<file path="src/rtl/pe_pkg.sv">
// Shared definitions for the PE MAC sequencer: default widths and FSM states.
package pe_pkg;

  localparam int ACC_W  = 32;
  localparam int W_W    = 8;
  localparam int WAIT_W = 3;   // holds PE latencies 1..7

  typedef enum logic [1:0] {
    ST_IDLE  = 2'd0,
    ST_FETCH = 2'd1,
    ST_WAIT  = 2'd2,
    ST_DONE  = 2'd3
  } pe_state_e;

endpackage

</file>
<file path="src/rtl/pe_wait_counter.sv">
// Down-counter timing the external PE latency; flags the last wait cycle.
module pe_wait_counter
  import pe_pkg::*;
#(
  parameter int CNT_W = WAIT_W
) (
  input  logic             clk,
  input  logic             rst,
  input  logic             i_load,
  input  logic [CNT_W-1:0] i_load_val,
  output logic             o_expired
);

  logic [CNT_W-1:0] r_count;

  // Load on operand issue, then count down to zero and park there.
  always_ff @(posedge clk) begin
    if (rst) begin
      r_count <= '0;
    end else if (i_load) begin
      r_count <= i_load_val;
    end else if (r_count != '0) begin
      r_count <= r_count - CNT_W'(1);
    end
  end

  // Terminal count at 1: the PE result is valid during this cycle.
  assign o_expired = (r_count == CNT_W'(1));

endmodule

</file>
<file path="src/rtl/pe_mac_sequencer.sv">
// Feeds operand pairs one at a time into an external MAC PE, threads the
// running partial sum through it and returns the final sum to a consumer.
//
// state    | meaning
// ---------+---------------------------------------------------------------
// ST_IDLE  | no job; waits for start, loads bias and length
// ST_FETCH | in_ready high; registers the next operand pair onto the PE
// ST_WAIT  | PE inputs held; waits PE_LAT-1 cycles, then captures the sum
// ST_DONE  | res_valid high with the final sum until res_ready
module pe_mac_sequencer
  import pe_pkg::*;
#(
  parameter int accumulationPar = ACC_W,
  parameter int weightPar       = W_W,
  parameter int PE_LAT          = 2,
  parameter int LEN_W           = 8
) (
  input  logic                       clk,
  input  logic                       rst,
  input  logic                       start,
  input  logic [LEN_W-1:0]           len,
  input  logic [accumulationPar-1:0] bias,
  output logic                       busy,
  input  logic                       in_valid,
  output logic                       in_ready,
  input  logic [weightPar-1:0]       in_act,
  input  logic [weightPar-1:0]       in_wgt,
  output logic [weightPar-1:0]       pe_activation,
  output logic [weightPar-1:0]       pe_weight,
  output logic [accumulationPar-1:0] pe_inPartialSum,
  input  logic [accumulationPar-1:0] pe_outPartialSum,
  output logic                       res_valid,
  input  logic                       res_ready,
  output logic [accumulationPar-1:0] res_data
);

  pe_state_e                  r_state;
  pe_state_e                  w_state_nxt;
  logic                       w_job_load;
  logic                       w_fire;
  logic                       w_capture;
  logic                       w_expired;
  logic [accumulationPar-1:0] r_acc;
  logic [LEN_W-1:0]           r_cnt;
  logic [weightPar-1:0]       r_act;
  logic [weightPar-1:0]       r_wgt;
  logic [accumulationPar-1:0] r_psum;

  // The sequencer's own operand register counts as the first PE stage, so
  // the wait timer starts at PE_LAT and one pair takes PE_LAT+1 cycles.
  pe_wait_counter #(.CNT_W(WAIT_W)) u_wait (
    .clk        (clk),
    .rst        (rst),
    .i_load     (w_fire),
    .i_load_val (WAIT_W'(PE_LAT)),
    .o_expired  (w_expired)
  );

  // State register.
  always_ff @(posedge clk) begin
    if (rst) r_state <= ST_IDLE;
    else     r_state <= w_state_nxt;
  end

  // Next-state decode and datapath strobes.
  always_comb begin
    w_state_nxt = r_state;
    w_job_load  = 1'b0;
    w_fire      = 1'b0;
    w_capture   = 1'b0;
    case (r_state)
      ST_IDLE: begin
        if (start) begin
          w_job_load  = 1'b1;
          w_state_nxt = (len == '0) ? ST_DONE : ST_FETCH;
        end
      end
      ST_FETCH: begin
        if (in_valid) begin
          w_fire      = 1'b1;
          w_state_nxt = ST_WAIT;
        end
      end
      ST_WAIT: begin
        if (w_expired) begin
          w_capture   = 1'b1;
          w_state_nxt = (r_cnt > LEN_W'(1)) ? ST_FETCH : ST_DONE;
        end
      end
      ST_DONE: begin
        if (res_ready) w_state_nxt = ST_IDLE;
      end
      default: w_state_nxt = ST_IDLE;
    endcase
  end

  // Accumulator, pair counter and held PE operands.
  always_ff @(posedge clk) begin
    if (rst) begin
      r_acc  <= '0;
      r_cnt  <= '0;
      r_act  <= '0;
      r_wgt  <= '0;
      r_psum <= '0;
    end else begin
      if (w_job_load) begin
        r_acc <= bias;
        r_cnt <= len;
      end
      if (w_fire) begin
        r_act  <= in_act;
        r_wgt  <= in_wgt;
        r_psum <= r_acc;
      end
      if (w_capture) begin
        r_acc <= pe_outPartialSum;
        r_cnt <= r_cnt - LEN_W'(1);
      end
    end
  end

  assign busy            = (r_state != ST_IDLE);
  assign in_ready        = (r_state == ST_FETCH);
  assign res_valid       = (r_state == ST_DONE);
  assign res_data        = r_acc;
  assign pe_activation   = r_act;
  assign pe_weight       = r_wgt;
  assign pe_inPartialSum = r_psum;

endmodule

</file>
<file path="config.mk">
export PLATFORM = sky130hd
export DESIGN_NAME = pe_mac_sequencer
export DESIGN_NICKNAME = d
export VERILOG_FILES = /design/src/rtl/pe_pkg.sv /design/src/rtl/pe_wait_counter.sv /design/src/rtl/pe_mac_sequencer.sv
export SDC_FILE = /design/constraint.sdc
export NUM_CORES = 1
export LEC_CHECK = 0
export ABC_AREA = 1
export CORE_MARGIN = 1.5
export CORE_UTILIZATION = 30
export DETAILED_ROUTE_END_ITERATION = 8
export GPL_TIMING_DRIVEN = 0
export HOLD_SLACK_MARGIN = 0.1
export MAX_ROUTING_LAYER = met4
export PLACE_DENSITY_LB_ADDON = 0.05
export SLEW_MARGIN = 5
export SYNTH_ARGS = -nofsm -noshare
export SYNTH_HDL_FRONTEND = slang
export SYNTH_SLANG_ARGS = --single-unit
</file>
<file path="constraint.sdc">
create_clock -name clk -period 1.32 [get_ports clk]
set_input_delay 0.264 -clock clk [delete_from_list [all_inputs] [get_ports clk]]
set_output_delay 0.264 -clock clk [all_outputs]
set_load 0.005 [all_outputs]
</file>
### Yosys cells after proc, flatten, opt, wreduce, memory -nomap -nowiden

Index checks and enable logic that the tools add are counted.

* reduce and logical (&&, ||, !) cells: 8
* magnitude comparators: 1
* mux-type cells: 19
* add/sub/neg operators: 2
* eq/ne operators: 8

Operator list (count)
* two-way mux 32 bit: 2
* two-way mux 2 bit: 8
* two-way mux 8 bit: 2
* greater-than comparator 8 x 1 -> 1 bit (second input constant): 1
* zero test 8 bit: 1
* case mux 2 bit (4 select lines): 1
* subtractor 8 x 1 -> 8 bit (second input constant): 1
* two-way mux 1 bit: 6
* nonzero test 2 bit: 3
* equality test 2 bit (second input constant): 2
* inequality test 2 x 1 -> 1 bit (second input constant): 2
* inequality test 2 bit (second input constant): 2
* AND reduction 4 bit: 1
* equality test 3 x 1 -> 1 bit (second input constant): 1
* nonzero test 3 bit: 1
* subtractor 3 x 1 -> 3 bit (second input constant): 1
* equality test 2 x 1 -> 1 bit (second input constant): 1
* zero test 2 bit: 1
* OR reduction 2 bit: 1

* output and inout port bits: 83
* bits of input ports: 93
* register bits after elaboration: 93
* word-level logic and storage cells: 46

### Logic depth before layout (Yosys ltp)

Gate-level depths: netlist of run 1.

* word-level depth: 4
* depth in mapped cells: 9
* gate-level depth less buffers: 9

### Cells and area by module

Synthesis of run 1 repeated with hierarchy kept, for this count alone.

* cell total of the unflattened synthesis: 538
* area total of the unflattened synthesis: 3947.5 µm²

Modules (own cells, without submodules)
* pe_mac_sequencer: instances 1, cells an instance 501, seq. area each 1801.7 µm², area each 3726.1 µm²
* pe_wait_counter: instances 1, cells an instance 37, seq. area each 60.1 µm², area each 221.5 µm²

### Worst setup path before layout of run 1

No wires, ideal clock.

* path type: reg-to-reg
* from: reg r_cnt[0]
* to: reg r_cnt[4]
* library setup time: 0.071 ns
* buffers on the path: 0
* path slack: 0.102 ns
* data arrival time: 1.147 ns
* stages on the path, launching flop included: 9
* data required time: 1.249 ns
* period minus slack after synthesis: 1.218 ns
* cells stage by stage: dfxtp_1 -> inv_1 -> ha_1 -> inv_1 -> nor2_1 -> nand2_1 -> o21ai_0 -> nand2_1 -> a21oi_1

* longest elaborated chain between the ends: 2

Ends and longest elaborated chain
* start, declared: line pe_mac_sequencer.sv:44 `logic [LEN_W-1:0] r_cnt;`
* start signal, assigned: line pe_mac_sequencer.sv:108 `r_cnt <= len;`
* start signal, assigned: line pe_mac_sequencer.sv:117 `r_cnt <= r_cnt - LEN_W'(1);`
* subtractor 8 x 1 -> 8 bit: line pe_mac_sequencer.sv:117
* two-way mux 8 bit: line pe_mac_sequencer.sv:115 `if (w_capture) begin`

Every way passes these cells.
A chain may end at the register's enable or synchronous reset.

### Final worst setup path of run 1

* from: reg r_state[1]
* to: reg r_wgt[1] (netlist: pe_weight[1])

* longest elaborated chain between the ends: 2

Ends and longest elaborated chain
* start, declared: line pe_mac_sequencer.sv:37 `pe_state_e r_state;`
* start signal, assigned: line pe_mac_sequencer.sv:62 `else r_state <= w_state_nxt;`
* equality test 2 x 1 -> 1 bit: line pe_mac_sequencer.sv:71 `case (r_state)`
* two-way mux 1 bit: line pe_mac_sequencer.sv:71
* end signal, assigned: line pe_mac_sequencer.sv:112 `r_wgt <= in_wgt;`
* end, declared: line pe_mac_sequencer.sv:46 `logic [weightPar-1:0] r_wgt;`

Every way passes these cells.

==> run summary, run 1 <==
Number of library cell types mapped by synthesis = 30
Post-synthesis sequential area ratio = 0.486
RSZ-0062 raised after global routing = yes
Post-layout min period = 1400 ps
Avg Vias per Cell = 4.67
Commonest non-fill, non-tap cells in the layout = 167 x nand2_1, 91 x clkdlybuf4s50_1, 80 x dlygate4sd2_1, 68 x dfxtp_1, 36 x nand2_2
FP Rows = 41
Worst-Margin Slew = 703 ps
Number of global-route vias before repair = 4164
Initial DRC count = 228
H-tree depth = 3
Placed Cells incl. Taps = 868
I/O pins = 176
Highest metal used = met4
Layout area overhead = 87.3%
Static leakage = 3.02 nW
Clock power share = 0.290
FF/Latch Area = 1900 um2
Dpl ws = -332 ps
PnR worst setup slack = -79.1 ps
Most common cell after layout, fill and taps aside = nand2_1
HP Class = in -> reg
Clock Latency Late Sink = 350 ps
Antenna-violating nets left = 0
Synthesized Nets = 618
Hold WS = 419 ps
DRT Pass-1 Iters = 6
Gate power share = 0.351
Die H = 116 um
Crit-path max FO = 8
Drt total wl = 14.1 mm
Starting Density = 0.306
Global route overflow = 0
Internal power = 6.46 mW
Die ar. = 13500 um2
Cells after Synth = 522
Psw = 3.01 mW
Post-DP HPWL = 9.22 mm
Largest net degree at the start of global routing = 15
CTS Sinks = 93
Hold Fails Final Rpt = 0
Avg Inst Size Synth = 7.34 um2
Core Box Area = 12500 um2
YS warnings = 0
Root Buffer = clkbuf_16
Met3 WL post-DR = 878 um
Peak VDD IR = 0.667 mV
CTS buffer count = 9
Critical path type = reg -> reg
Area of the multi-input gates = 2160 um2
Tot Pwr = 9.48 mW
Setup Viol. Count Final = 86
All-Layer GR Usage = 0.210
Critical path data required time = 1520 ps
Relative slew slack = 0.532
Fillers = 1186
WP data arrival = 1600 ps
Cell Area, Synth = 3830 um2
Status = finished, violations left
Max-Cap Viols = 0
IO buf count = 174
PwrDens = 1320 nW/um2
CTS tree = done
CTS Buffer Depth = 2
Final Max Tran Viols = 0
Final cycle utilization of the critical path = 1.06
Initial antenna violation count = 0
CP endpoint kind = flop
Sw frac = 0.318
Seq cells post-synth = 93
Die Width = 116 um
First-pass GRT wire length = 21.0 mm
Peak Freq = 0.715 GHz
WL met1 = 6.23 mm
Via count = 4318
Per-cell routed wire length = 15.2 um
Share of cells above drive strength 1 = 0.290
Final core utilization = 0.573
Global placement routability congestion = 0.802
CP Launch Type = flop
Violated checks = negative setup slack
CTS clk-pin slew, worst paths = 60 ps
Post-route DRC violation count = 0
Non-filler cells, final = 925
Antenna Cells = 0
Reg power frac = 0.359
Skew final = 10.3 ps
Hold-fix buffers, CTS = 0
Met2 routed WL = 6.70 mm
Nets = 844
[cell usage after synthesis (all sizes together)]
cell	count	area, um2
or2	3	18.8
clkbuf	10	37.5
ha	3	37.5
o21ai	9	45.0
dfxtp	93	1860
nand2	229	877
o211ai	1	7.51
buf	20	155
nand4	1	6.26
nor3	3	15.0
inv	23	88.8
nand3	9	50.1
a31oi	35	219
a211oi	1	7.51
o22ai	1	6.26
clkinv	1	5.00
a22oi	1	7.51
a21oi	56	284
nor2	23	101
[per-layer routing]
metal	global-route usage	up-vias
met5	-	-
met4	0.0878	0
met3	0.0434	20
met2	0.336	140
met1	0.258	2010
li1	-	2148
[final timing paths]
| kind | slack [ps] | cells past startpoint | endpoint | startpoint |
|---|---|---|---|---|
| worst max register to register | -80 | 10 | pe_weight[1] | r_state[1] |
| worst max-delay path | -80 | 10 | pe_weight[1] | r_state[1] |
| worst min register to register | 460 | 2 | pe_weight[5] | pe_weight[5] |
| worst min-delay path | 420 | 4 | u_wait.r_count[1] | rst |
[layout make-up]
| type | instances | share of cell area |
|---|---|---|
| multi-input cells | 375 | 0.302 |
| repair buffers | 216 | 0.298 |
| flip-flops and latches | 93 | 0.264 |
| plain buffers | 29 | 0.0453 |
| clock buffers | 11 | 0.0324 |
| well taps | 172 | 0.0300 |
| inverters | 24 | 0.0174 |
| clock inverters | 5 | 0.0105 |
[state kept, by name, indices dropped and copies added, names as in the netlist]
signal and cells:
r_cnt 8, pe_activation 8, pe_weight 8, res_data 32
r_state 2, u_wait.r_count 3, pe_inPartialSum 32
[cell families (layout without fill, tap and decap cells)]
family | Yosys count | after routing | synth area share
AO/OA/AOI/OAI | 104 | 104 | 0.151
adder cells (fa/ha/maj) | 3 | 3 | 0.00980
flip-flops | 93 | 93 | 0.486
AND/OR/NAND/NOR | 268 | 268 | 0.279
buffers and inverters | 54 | 285 | 0.0748
[power groups by stage]
stage | clock, mW | sequential (mW) | combinational, mW
final | 2.75 | 3.40 | 3.33
after floorplan | 0 | 3.38 | 1.22
after detailed placement | 0 | 3.40 | 2.32
after CTS | 2.80 | 3.37 | 2.99
after global placement | 0 | 3.40 | 2.29
after global routing | 2.92 | 3.44 | 3.59
[metrics by stage]
stage	setup TNS, ps	cell area, um2
detailed placement	-20520	5790
CTS	-2700	6840
global placement	-19810	5790
finish	-3730	7180
global route	-9540	7180
floorplan	0	3830
[worst max-delay path, cell delays in order, from the launching register on]
cell and delay (ps):
dfxtp_4 350, buf_6 130, inv_6 60, nand2_4 50, inv_2 60, buf_6 110, nand2_8 80, buf_12 170
buf_8 140, nand2_2 60, a21oi_2 50
[repair_timing]
action | in CTS | in global routing
setup buffers | 30 | 4
setup endpoints to repair | 165 | 95
pin swaps | 41 | 36
resized for setup | 247 | 76
gates cloned | 6 | 2
No activity file was read; power rests on OpenSTA's default activity.
==> run 2: changes to the inputs <==
--- a/config.mk
+++ b/config.mk
@@ -6,7 +6,7 @@
 export NUM_CORES = 1
 export LEC_CHECK = 0
 export ABC_AREA = 1
-export CORE_MARGIN = 1.5
+export CORE_MARGIN = 5
 export CORE_UTILIZATION = 30
 export DETAILED_ROUTE_END_ITERATION = 8
 export GPL_TIMING_DRIVEN = 0
==> constraint.sdc (replaced) <==
create_clock -name clk -period 1.7 [get_ports clk]
set_input_delay 0.34 -clock clk [delete_from_list [all_inputs] [get_ports clk]]
set_output_delay 0.34 -clock clk [all_outputs]
set_load 0.005 [all_outputs]
==> run summary, run 2 (synthesized netlist as in run 1, its figures left out) <==
Status = completed (was finished, violations left)
Post-DP HPWL = 9.80 mm (was 9.22 mm)
Setup Viol. Count Final = 0 (was 86)
Root Buffer = clkbuf_16 (unchanged)
Gate power share = 0.283 (was 0.351)
Worst path depth = 1 (was 10)
Avg Vias per Cell = 4.58 (was 4.67)
Internal power = 4.38 mW (was 6.46 mW)
Global route overflow = 0 (unchanged)
Final Max Tran Viols = 0 (unchanged)
Nets = 804 (was 844)
H-tree depth = 3 (unchanged)
CTS clk-pin slew, worst paths = 60 ps (about the same)
FP Rows = 41 (unchanged)
DRT Pass-1 Iters = 4 (was 6)
CTS tree = done (unchanged)
Most common cell after layout, fill and taps aside = nand2_1 (unchanged)
Max-Cap Viols = 0 (unchanged)
Per-cell routed wire length = 15.0 um (was 15.2 um)
Area post-placement = 5790 um2 (unchanged)
Crit-path cells = clkdlybuf4s50_1 (was buf_6, inv_6, nand2_4, inv_2, buf_6, nand2_8, buf_12, buf_8, nand2_2, a21oi_2)
Slowest CP cell = clkdlybuf4s50_1 (was dfxtp_4)
WP data arrival = 1240 ps (was 1600 ps)
Final cycle utilization of the critical path = 0.931
Starting Density = 0.305 (was 0.306)
Static leakage = 2.22 nW (was 3.02 nW)
Total negative setup slack = 0 ps (was -3730 ps)
HP Class = reg -> reg (was in -> reg)
Clock power share = 0.306 (was 0.290)
Finished layout cell area = 6090 um2 (was 7180 um2)
Worst-Margin Slew = 608 ps (was 703 ps)
Die ar. = 15100 um2 (was 13500 um2)
Worst Reg2Reg Path Length in Cells = 7 (was 10)
Crit-path max FO = 3 (was 8)
Top delay family on crit path = buffers and inverters (unchanged)
Die Width = 123 um (was 116 um)
Antenna-violating nets left = 0 (unchanged)
Critical path type = reg -> out (was reg -> reg)
Die H = 123 um (was 116 um)
Max incr delay on CP = 530 ps (was 350 ps)
Core Box Area = 12600 um2 (was 12500 um2)
Initial antenna violation count = 0 (unchanged)
Critical path data required time = 1360 ps (was 1520 ps)
First-pass GRT wire length = 20.7 mm (was 21.0 mm)
Sw frac = 0.307 (was 0.318)
Global placement routability congestion = 0.887 (was 0.802)
Peak Freq = 0.632 GHz
Hold-fix buffers, CTS = 0 (unchanged)
All-Layer GR Usage = 0.181 (was 0.210)
Share of cells above drive strength 1 = 0.0787 (was 0.290)
Post-layout min period = 1580 ps
CTS Buffer Depth = 2 (unchanged)
Commonest non-fill, non-tap cells in the layout = 224 x nand2_1, 171 x clkdlybuf4s50_1, 91 x dfxtp_1, 55 x a21oi_1, 35 x a31oi_1 (was 167 x nand2_1, 91 x clkdlybuf4s50_1, 80 x dlygate4sd2_1, 68 x dfxtp_1, 36 x nand2_2)
Via count = 4053 (was 4318)
PwrDens = 1040 nW/um2 (was 1320 nW/um2)
Hold WS = 461 ps (was 419 ps)
Largest net degree at the start of global routing = 15 (unchanged)
Post-route DRC violation count = 0 (unchanged)
Layout area overhead = 58.9% (was 87.3%)
Drt total wl = 13.2 mm (was 14.1 mm)
Reg power frac = 0.411 (was 0.359)
Skew final = 7.36 ps (was 10.3 ps)
I/O pins = 176 (unchanged)
Antenna Cells = 0 (unchanged)
Number of global-route vias before repair = 4012 (was 4164)
Peak VDD IR = 0.390 mV (was 0.667 mV)
Cells on Worst Hold Path = 2 (was 4)
Hold Fails Final Rpt = 0 (unchanged)
Relative slew slack = 0.595 (was 0.532)
RSZ-0062 raised after global routing = no (was yes)
Clock Latency Late Sink = 340 ps (was 350 ps)
CTS buffer count = 9 (unchanged)
CP endpoint kind = output pin (was flop)
CP Launch Type = flop (unchanged)
Psw = 1.94 mW (was 3.01 mW)
CTS Sinks = 93 (unchanged)
IO buf count = 174 (unchanged)
Buf/Inv on CP = 1 (was 6)
Initial DRC count = 224 (was 228)
run 2: final timing paths:
check	to	from	slack [ps]
worst min-delay path	pe_weight[1]	pe_weight[1]	460
worst max register to register	res_data[28]	r_state[0]	230
worst max-delay path	res_data[23]	res_data[23]	120
worst min register to register	pe_weight[1]	pe_weight[1]	460
run 2: area by class of cell:
type / instances / area [um2]
Tap cell: 172 / 215
Inverter: 24 / 93.8
Clock inverter: 3 / 20.0
Sequential cell: 93 / 1870
Fill cell: 1319 / 6480
Buffer: 30 / 193
Multi-Input combinational cell: 375 / 1680
Clock buffer: 12 / 267
Timing Repair Buffer: 175 / 1750
run 2: power by group through the flow:
stage / sequential, mW / combinational (mW) / clock, mW
2_1_floorplan: 2.62 / 0.951 / 0
3_3_place_gp: 2.63 / 1.79 / 0
3_5_place_dp: 2.64 / 1.81 / 0
4_1_cts: 2.60 / 1.81 / 2.00
5_1_grt: 2.63 / 2.02 / 2.11
6_report: 2.60 / 1.79 / 1.94
run 2: through the flow:
step,setup slack [ps],util,std cells,power [mW]
after global routing,63.2,0.484,884,6.76
final,118,0.484,884,6.32
after CTS,7.13,0.484,883,6.40
after floorplan,482,-,522,3.57
after detailed placement,-30.6,0.461,868,4.45
after global placement,-20.2,0.461,868,4.42
run 2: per-layer routing:
layer | track usage | up-vias | part of all wire
met3 | 0.0508 | 19 | 0.081
met2 | 0.272 | 139 | 0.45
li1 | - | 2064 | -
met1 | 0.227 | 1831 | 0.45
met5 | - | - | 0
met4 | 0.0824 | 0 | 0.025
run 2: what timing repair did:
item | in CTS | in global routing
endpoints found under the setup margin | 3 | 1
setup buffers | 0 | 1
endpoints found under the hold margin | 0 | 0
gates resized for setup | 5 | 1
